--- src/rtl/ttt_pixel_renderer.sv ---
// TicTacToe pixel renderer: board grid, X/O marks, blinking cursor and win highlight.
// Three registered stages; hsync/vsync are delayed by the same three cycles.
module ttt_pixel_renderer #(
  parameter int BLINK_BIT = 5
) (
  input  logic        clk,
  input  logic        rst,
  input  logic [10:0] hcount,
  input  logic [9:0]  vcount,
  input  logic        hsync_in,
  input  logic        vsync_in,
  input  logic [17:0] board,
  input  logic [3:0]  cursor,
  input  logic [8:0]  win_mask,
  output logic        hsync,
  output logic        vsync,
  output logic [2:0]  red,
  output logic [2:0]  green,
  output logic [1:0]  blue
);

  typedef enum logic [1:0] {
    MARK_NONE = 2'b00,
    MARK_X    = 2'b01,
    MARK_O    = 2'b10,
    MARK_RSVD = 2'b11
  } mark_t;

  // Frame latch state
  logic        r_vs_prev;
  logic [17:0] r_sh_board;
  logic [3:0]  r_sh_cursor;
  logic [8:0]  r_sh_win;
  logic [7:0]  r_frame_cnt;
  logic [1:0]  r_hs_dly;
  logic [1:0]  r_vs_dly;

  // Stage 1
  logic        r1_vis;
  logic        r1_inb;
  logic [3:0]  r1_cell;
  logic [7:0]  r1_lx;
  logic [7:0]  r1_ly;
  logic        r1_grid;

  // Stage 2
  logic        r2_show;
  logic        r2_grid;
  logic [1:0]  r2_mark;
  logic        r2_xhit;
  logic [14:0] r2_d2;
  logic        r2_cur;
  logic        r2_win;

  // Stage 0 geometry
  logic        w_vis;
  logic        w_inb;
  logic [10:0] w_rx;
  logic [1:0]  w_col;
  logic [1:0]  w_row;
  logic [7:0]  w_lx;
  logic [7:0]  w_ly;
  logic        w_gx;
  logic        w_gy;
  logic [3:0]  w_cell;
  logic        w_vs_fall;

  assign w_vis     = (hcount < 11'd800) && (vcount < 10'd600);
  assign w_inb     = (hcount >= 11'd100) && (hcount < 11'd700);
  assign w_rx      = hcount - 11'd100;
  assign w_gx      = ((w_rx >= 11'd198) && (w_rx <= 11'd201)) || ((w_rx >= 11'd398) && (w_rx <= 11'd401));
  assign w_gy      = ((vcount >= 10'd198) && (vcount <= 10'd201)) || ((vcount >= 10'd398) && (vcount <= 10'd401));
  assign w_cell    = {1'b0, w_row, 1'b0} + {2'b00, w_row} + {2'b00, w_col};
  assign w_vs_fall = r_vs_prev && !vsync_in;

  // Local offsets fit in 8 bits, so subtracting 200/400 modulo 256 is exact.
  always_comb begin
    w_col = 2'd0;
    w_lx  = w_rx[7:0];
    if (w_rx >= 11'd400) begin
      w_col = 2'd2;
      w_lx  = w_rx[7:0] - 8'd144;
    end else if (w_rx >= 11'd200) begin
      w_col = 2'd1;
      w_lx  = w_rx[7:0] - 8'd200;
    end
    w_row = 2'd0;
    w_ly  = vcount[7:0];
    if (vcount >= 10'd400) begin
      w_row = 2'd2;
      w_ly  = vcount[7:0] - 8'd144;
    end else if (vcount >= 10'd200) begin
      w_row = 2'd1;
      w_ly  = vcount[7:0] - 8'd200;
    end
  end

  // Stage 1 feature extraction
  logic [1:0]  w_mark;
  logic        w_win;
  logic        w_inx;
  logic [7:0]  w_dxy;
  logic [8:0]  w_sum;
  logic [8:0]  w_asum;
  logic        w_xhit;
  logic [6:0]  w_adx;
  logic [6:0]  w_ady;
  logic [14:0] w_d2;
  logic        w_band;
  logic        w_cur;

  always_comb begin
    w_mark = 2'b00;
    w_win  = 1'b0;
    for (int i = 0; i < 9; i++) begin
      if (r1_cell == 4'(i)) begin
        w_mark = r_sh_board[2*i +: 2];
        w_win  = r_sh_win[i];
      end
    end
  end

  assign w_inx  = (r1_lx >= 8'd30) && (r1_lx <= 8'd169) && (r1_ly >= 8'd30) && (r1_ly <= 8'd169);
  assign w_dxy  = (r1_lx >= r1_ly) ? (r1_lx - r1_ly) : (r1_ly - r1_lx);
  assign w_sum  = {1'b0, r1_lx} + {1'b0, r1_ly};
  assign w_asum = (w_sum >= 9'd199) ? (w_sum - 9'd199) : (9'd199 - w_sum);
  assign w_xhit = w_inx && ((w_dxy <= 8'd4) || (w_asum <= 9'd4));
  assign w_adx  = (r1_lx >= 8'd100) ? 7'(r1_lx - 8'd100) : 7'(8'd100 - r1_lx);
  assign w_ady  = (r1_ly >= 8'd100) ? 7'(r1_ly - 8'd100) : 7'(8'd100 - r1_ly);
  assign w_d2   = 15'(w_adx) * 15'(w_adx) + 15'(w_ady) * 15'(w_ady);
  assign w_band = (r1_lx < 8'd8) || (r1_lx > 8'd191) || (r1_ly < 8'd8) || (r1_ly > 8'd191);
  assign w_cur  = (r_sh_cursor == r1_cell) && !r_frame_cnt[BLINK_BIT] && w_band;

  // Shadow registers only move on the vsync falling edge, deep in vertical blanking.
  always_ff @(posedge clk or negedge rst) begin
    if (!rst) begin
      r_vs_prev   <= 1'b1;
      r_sh_board  <= 18'd0;
      r_sh_cursor <= 4'd15;
      r_sh_win    <= 9'd0;
      r_frame_cnt <= 8'd0;
    end else begin
      r_vs_prev <= vsync_in;
      if (w_vs_fall) begin
        r_sh_board  <= board;
        r_sh_cursor <= cursor;
        r_sh_win    <= win_mask;
        r_frame_cnt <= r_frame_cnt + 8'd1;
      end
    end
  end

  always_ff @(posedge clk or negedge rst) begin
    if (!rst) begin
      r_hs_dly <= 2'b11;
      r_vs_dly <= 2'b11;
      hsync    <= 1'b1;
      vsync    <= 1'b1;
    end else begin
      r_hs_dly <= {r_hs_dly[0], hsync_in};
      r_vs_dly <= {r_vs_dly[0], vsync_in};
      hsync    <= r_hs_dly[1];
      vsync    <= r_vs_dly[1];
    end
  end

  always_ff @(posedge clk or negedge rst) begin
    if (!rst) begin
      r1_vis  <= 1'b0;
      r1_inb  <= 1'b0;
      r1_cell <= 4'd0;
      r1_lx   <= 8'd0;
      r1_ly   <= 8'd0;
      r1_grid <= 1'b0;
    end else begin
      r1_vis  <= w_vis;
      r1_inb  <= w_inb;
      r1_cell <= w_cell;
      r1_lx   <= w_lx;
      r1_ly   <= w_ly;
      r1_grid <= w_gx || w_gy;
    end
  end

  always_ff @(posedge clk or negedge rst) begin
    if (!rst) begin
      r2_show <= 1'b0;
      r2_grid <= 1'b0;
      r2_mark <= 2'b00;
      r2_xhit <= 1'b0;
      r2_d2   <= 15'd0;
      r2_cur  <= 1'b0;
      r2_win  <= 1'b0;
    end else begin
      r2_show <= r1_vis && r1_inb;
      r2_grid <= r1_grid;
      r2_mark <= w_mark;
      r2_xhit <= w_xhit;
      r2_d2   <= w_d2;
      r2_cur  <= w_cur;
      r2_win  <= w_win;
    end
  end

  always_ff @(posedge clk or negedge rst) begin
    if (!rst) begin
      red   <= 3'd0;
      green <= 3'd0;
      blue  <= 2'd0;
    end else if (!r2_show) begin
      {red, green, blue} <= 8'h00;
    end else if (r2_grid) begin
      {red, green, blue} <= {3'd7, 3'd7, 2'd3};
    end else if (r2_cur) begin
      {red, green, blue} <= {3'd7, 3'd7, 2'd0};
    end else if ((mark_t'(r2_mark) == MARK_X) && r2_xhit) begin
      {red, green, blue} <= {3'd7, 3'd0, 2'd0};
    end else if ((mark_t'(r2_mark) == MARK_O) && (r2_d2 >= 15'd3600) && (r2_d2 <= 15'd4900)) begin
      {red, green, blue} <= {3'd0, 3'd0, 2'd3};
    end else if (r2_win) begin
      {red, green, blue} <= {3'd0, 3'd3, 2'd0};
    end else begin
      {red, green, blue} <= 8'h00;
    end
  end

endmodule

--- config.mk ---
export PLATFORM = sky130hd
export DESIGN_NAME = ttt_pixel_renderer
export DESIGN_NICKNAME = d
export VERILOG_FILES = /design/src/rtl/ttt_pixel_renderer.sv
export SDC_FILE = /design/constraint.sdc
export NUM_CORES = 1
export LEC_CHECK = 0
export CAP_MARGIN = 5
export CORE_UTILIZATION = 35
export DETAILED_ROUTE_END_ITERATION = 16
export MAX_ROUTING_LAYER = met4
export PLACE_DENSITY = 0.51
export REMOVE_ABC_BUFFERS = 1
export SETUP_SLACK_MARGIN = 0.02
export SLEW_MARGIN = 20
export SYNTH_ARGS = -nofsm -noshare
export SYNTH_HDL_FRONTEND = slang
export SYNTH_SLANG_ARGS = --single-unit
--- constraint.sdc ---
create_clock -name clk -period 12.7 [get_ports clk]
set_input_delay 1.905 -clock clk [delete_from_list [all_inputs] [get_ports clk]]
set_output_delay 1.905 -clock clk [all_outputs]
set_load 0.005 [all_outputs]
==> results of run 1 <==
## kinds of logic after synthesis
kind of cell | after synthesis
simple gates | 214
compound gates | 167
flops | 92
xor+xnor | 64
fa+ha+maj | 163
mux | 51
buf+inv | 140
## flip-flops by register name, indices dropped and copies added (netlist names), 2 cells and up
signal       flops
green            2
r2_mark          2
r_sh_cursor      4
r_vs_dly         2
r_sh_board      18
r_sh_win         9
r2_d2           15
r1_cell          4
r_hs_dly         2
r1_ly            8
r1_lx            8
r_frame_cnt      6
## synthesized netlist by cell type (all sizes together) (17+ instances only)
cell / n
nor3: 17
nand2: 53
nor2: 63
mux2: 34
inv: 118
o21ai: 34
dfrtp: 82
fa: 56
ha: 107
a21oi: 44
xnor2: 49
## layer usage
layer  wire length (um)  track usage, %  up-vias
li1                   -               -     3147
met1              10400            25.5     3150
met2               9460            26.7      107
met3                521            1.33       26
met4                350            4.98        0
met5                  0               -        -
## through the flow
step	hold WS (ns)	cell area (sq um)
6_report	0.343	9980
5_1_grt	0.354	9980
2_1_floorplan	0.331	8560
4_1_cts	0.346	9980
3_5_place_dp	0.340	9640
3_3_place_gp	0.334	9640
## cell type report
| type | count | area, sq um |
|---|---|---|
| fillers | 2376 | 14300 |
| flip-flops and latches | 92 | 2310 |
| inverters | 118 | 443 |
| repair buffers | 67 | 663 |
| well taps | 324 | 405 |
| clock inverters | 7 | 118 |
| clock buffers | 9 | 225 |
| multi-input cells | 659 | 5810 |
## worst paths after layout
check	endpoint	slack, ns
worst min register to register	r2_grid	0.34
worst max register to register	r2_d2[14]	4.82
worst min-delay path	r2_grid	0.34
worst max-delay path	r2_d2[14]	4.82
min in group asynchronous	r_sh_board[5]	1.53
max in group asynchronous	r1_ly[5]	10.09
==> results.py, run 1 <==
metrics = {
    "status": {
        "outcome": "completed",
    },
    "timing": {
        "max_slew.worst_pin.slew_ns": 0.809,
        "fin_ws_ns": 4.82,
        "max-slew-margin-rel_pct": 46.0,
        "min_period_ns": 7.88,
        "finalSetupViolCount": 0,
        "finalCritPeriodShare_pct": 62.1,
        "finalHoldViolCount": 0,
        "slew_violations": 0,
        "skew_ns": 0.0111,
        "fmax_ghz": 0.127,
        "rsz0062_at_grt": "false",
        "fin_tns_setup_ns": 0,
    },
    "critical_path": {
        "criticalPathCategory": "flop to flop",
        "crit_path_start_kind": "flop",
        "critPathLaunch": "r1_ly[2]",
        "path_buf_inv": 7,
        "slowest_stage": "a31oi_1",
        "worstPathArrival_ns": 8.12,
        "worstPathRequired_ns": 12.94,
        "rr_startpoint": "r1_ly[2]",
        "critical_path_cell_count": 27,
        "path_delay_family": "adder cells",
        "critPathCaptureType": "flop",
        "ff2ff_path_depth": 27,
        "cpMostUsedCell": "inv_1",
        "cp_slowest_stage_delay_ns": 0.62,
        "cp_max_fo": 11,
    },
    "grt": {
        "antenna_found_initial": 0,
        "grt_pass1_vias": 6444,
        "grt_overflow": 0,
        "track_usage_pct": 17.7,
        "grt_max_degree": 54,
        "grt_pass1_wl_um": 34800,
    },
    "die": {
        "initial_core_util_pct": 35.7,
        "die_area_sq_um": 25400,
        "core_sq_um": 24300,
        "io_pins": 66,
        "num_rows": 57,
        "dieWidth_um": 159,
        "fp.dieH_um": 159,
    },
    "layout": {
        "final_util_pct": 41.0,
        "fin_cells": 1276,
        "area_growth_pct": 15.0,
        "layout.cells.most_common_list": "inv_1, ha_1, dfrtp_1, clkdlybuf4s50_1, nor2_1",
        "mostFrequentLayoutCell": "inv_1",
        "nNetsFinal": 1166,
        "antenna_cells": 0,
        "drive_above_1_share_pct": 7.98,
    },
    "yosys": {
        "synth_top_family_by_area": "adder cells",
        "yosysSeqAreaShare_pct": 26.7,
        "synth_seq_cells": 92,
        "synthFlopType": "dfrtp_1",
        "synth-adder-area-share_pct": 28.3,
        "syn_area_sq_um": 8680,
        "yosysWarnings": 0,
        "yosys.cell_types.count": 72,
        "synth_compound_area_share_pct": 13.3,
        "synthMuxAreaShare_pct": 6.66,
        "synth_top_area_cell": "dfrtp_1",
        "syn_area_per_cell_sq_um": 9.74,
        "synth_edf_count": 0,
        "yosysTopAreaCellShare_pct": 23.6,
        "netlist_instances": 891,
        "synth_xor_area_share_pct": 6.46,
        "synthSimpleGateAreaFrac_pct": 12.1,
        "synth_top_cells_by_area": "dfrtp_1, ha_1, fa_1, inv_1, xnor2_1",
        "async_reset_ff_share_pct": 100,
    },
    "drt": {
        "vias_per_cell": 5.04,
        "vias": 6430,
        "drt_iter0_markers": 350,
        "routed_wl_um": 20700,
        "antenna_left": 0,
        "drtPass1Iterations": 7,
        "post_drt_wl_per_cell_um": 16.2,
        "drc": 0,
    },
    "clock_network": {
        "htree_levels": 3,
        "post_cts_resized": 0,
        "clk_pin_slew_ns": 0.07,
        "hold_buffers": 0,
        "root_buffer": "clkbuf_16",
        "numCtsBuffers": 9,
        "post-cts-setup-buffers": 0,
        "clk_latency_ns": 0.35,
        "clock_path_buffers": 2,
        "cts_tree": "done",
        "clkSinkCount": 92,
    },
    "place": {
        "place_ws_ns": 4.89,
        "dp.cells": 1260,
        "gp_congestion": 0.877,
        "io_buffers": 65,
        "dp_hpwl_um": 16700,
    },
    "job": {
        "maxCapViolations": 0,
    },
    "min_path": {
        "worstHoldStart": "r1_grid",
        "min_path_type": "flop to flop",
        "whs_path_depth": 0,
    },
}
Power of run 1 is not shown: default switching activity piles up to over one toggle a cycle in this logic, so the estimate is an artifact.
==> run 2: changes to the inputs <==
- PLACE_DENSITY: 0.51 -> 0.53
- clock period: 12.7 -> 6.75 ns (I/O delays scaled with it)
==> results.py, run 2 (synthesis results as in run 1) <==
metrics = {
    "status": {
        "outcome": "completed",
    },
    "grt": {
        "antenna_found_initial": 0,
        "grt_pass1_vias": 6686,
        "grt_max_degree": 70,
        "track_usage_pct": 17.1,
        "grt_pass1_wl_um": 34100,
        "grt_overflow": 0,
    },
    "clock_network": {
        "clk_latency_ns": 0.35,
        "root_buffer": "clkbuf_16",
        "htree_levels": 3,
        "clock_path_buffers": 2,
        "numCtsBuffers": 9,
        "cts_tree": "done",
        "hold_buffers": 0,
        "clk_pin_slew_ns": 0.08,
        "clkSinkCount": 92,
    },
    "timing": {
        "finalHoldViolCount": 0,
        "fin_tns_setup_ns": 0,
        "max-slew-margin-rel_pct": 34.4,
        "finalSetupViolCount": 0,
        "max_slew.worst_pin.slew_ns": 0.982,
        "rsz0062_at_grt": "true",
        "min_period_ns": 6.72,
        "finalCritPeriodShare_pct": 99.5,
        "skew_ns": 0.0165,
        "fmax_ghz": 0.149,
        "slew_violations": 0,
    },
    "critical_path": {
        "critPathCaptureType": "flop",
        "worstPathArrival_ns": 6.95,
        "cp_max_fo": 6,
        "crit_path_start_kind": "flop",
        "criticalPathCategory": "flop to flop",
        "ff2ff_path_depth": 30,
        "slowest_stage": "fa_1",
        "worstPathRequired_ns": 6.98,
        "cp_slowest_stage_delay_ns": 0.55,
    },
    "min_path": {
        "whs_path_depth": 0,
        "min_path_type": "flop to flop",
    },
    "die": {
        "initial_core_util_pct": 35.7,
        "num_rows": 57,
        "fp.dieH_um": 159,
        "dieWidth_um": 159,
        "io_pins": 66,
        "die_area_sq_um": 25400,
        "core_sq_um": 24300,
    },
    "drt": {
        "drt_iter0_markers": 381,
        "drtPass1Iterations": 4,
        "vias": 6559,
        "vias_per_cell": 4.93,
        "antenna_left": 0,
        "drc": 0,
        "post_drt_wl_per_cell_um": 15.3,
        "routed_wl_um": 20400,
    },
    "layout": {
        "largestRegisters": "r_sh_board (18), r2_d2 (15), r_sh_win (9)",
        "drive_above_1_share_pct": 15.1,
        "largest_register": "r_sh_board",
        "nFillCells": 2363,
        "mostFrequentLayoutCell": "inv_1",
        "area_growth_pct": 20.3,
        "antenna_cells": 0,
        "nNetsFinal": 1220,
        "layout.cells.most_common_list": "inv_1, ha_1, dfrtp_1, clkdlybuf4s50_1, nor2_1",
        "design_area_sq_um": 10400,
        "largest_reg_flops": 18,
    },
    "place": {
        "gp_congestion": 0.872,
        "dp_hpwl_um": 16500,
        "io_buffers": 65,
        "placed_cell_area_sq_um": 9970,
    },
    "job": {
        "maxCapViolations": 0,
    },
}
[run 2: cell types whose count changed in the layout (fill, tap and decap cells not counted), moves of 3 or more]
cell | previous run | this run
a21oi_1 | 43 | 39
a21oi_2 | 1 | 5
buf_4 | 3 | 56
ha_1 | 107 | 103
ha_4 | 0 | 3
inv_1 | 118 | 111
inv_2 | 0 | 7
[run 2: timing repair]
| item | 4_1_cts | 5_1_grt |
|---|---|---|
| endpoints found under the setup margin | 1 | 6 |
| setup buffers | 0 | 10 |
| gates resized for setup | 1 | 25 |
| pin swaps | 3 | 29 |
[run 2: path summary, 6_finish.rpt]
| check | end | from | slack (ns) |
|---|---|---|---|
| setup / recovery | r2_d2[14] | r1_ly[2] | 0.03 |
| hold / removal | r2_grid | r1_grid | 0.35 |
| setup reg to reg | r2_d2[14] | r1_ly[2] | 0.03 |
| hold reg to reg | r2_grid | r1_grid | 0.35 |
| max in group asynchronous | r2_d2[4] | rst | 5.02 |
| min in group asynchronous | r_sh_board[5] | rst | 0.54 |
[run 2: layout make-up]
cell class	count	area, sq um	area share [%]
tap	324	405	3.88
multi-input combinational	659	5900	56.5
clock inverter	6	65.1	0.623
clock buffer	10	239	2.29
sequential	92	2310	22.2
timing repair buffer	121	1070	10.3
inverter	118	443	4.24
[run 2: routing by layer]
layer  up-vias  track usage [%]  part of all wire [%]
li1       3256                -                     -
met1      3211             24.5                    50
met2        80             26.0                    46
met3        12             1.48                   2.7
met4         0             4.33                   1.2
met5         -                -                     0
[run 2: worst max-delay path: cells and delay by family, from the launching register on]
family                   cells  cell delay [ns]
AND/OR/NAND/NOR              4             0.43
flip-flops                   1             0.39
buffers and inverters       10             0.76
adder cells (fa/ha/maj)      8             3.52
AO/OA/AOI/OAI                6             1.25
XOR/XNOR                     2             0.26
[run 2: through the flow]
step	utilization [%]	hold slack [ns]	worst slack, ns	cells
after floorplan	-	0.331	-0.453	869
after global placement	41.0	0.334	0.0631	1305
after detailed placement	41.0	0.336	-0.0187	1305
after CTS	42.3	0.351	0.0296	1321
after global routing	42.9	0.363	-0.219	1330
final	42.9	0.348	0.0304	1330
Power of run 2 is left out for the same reason.
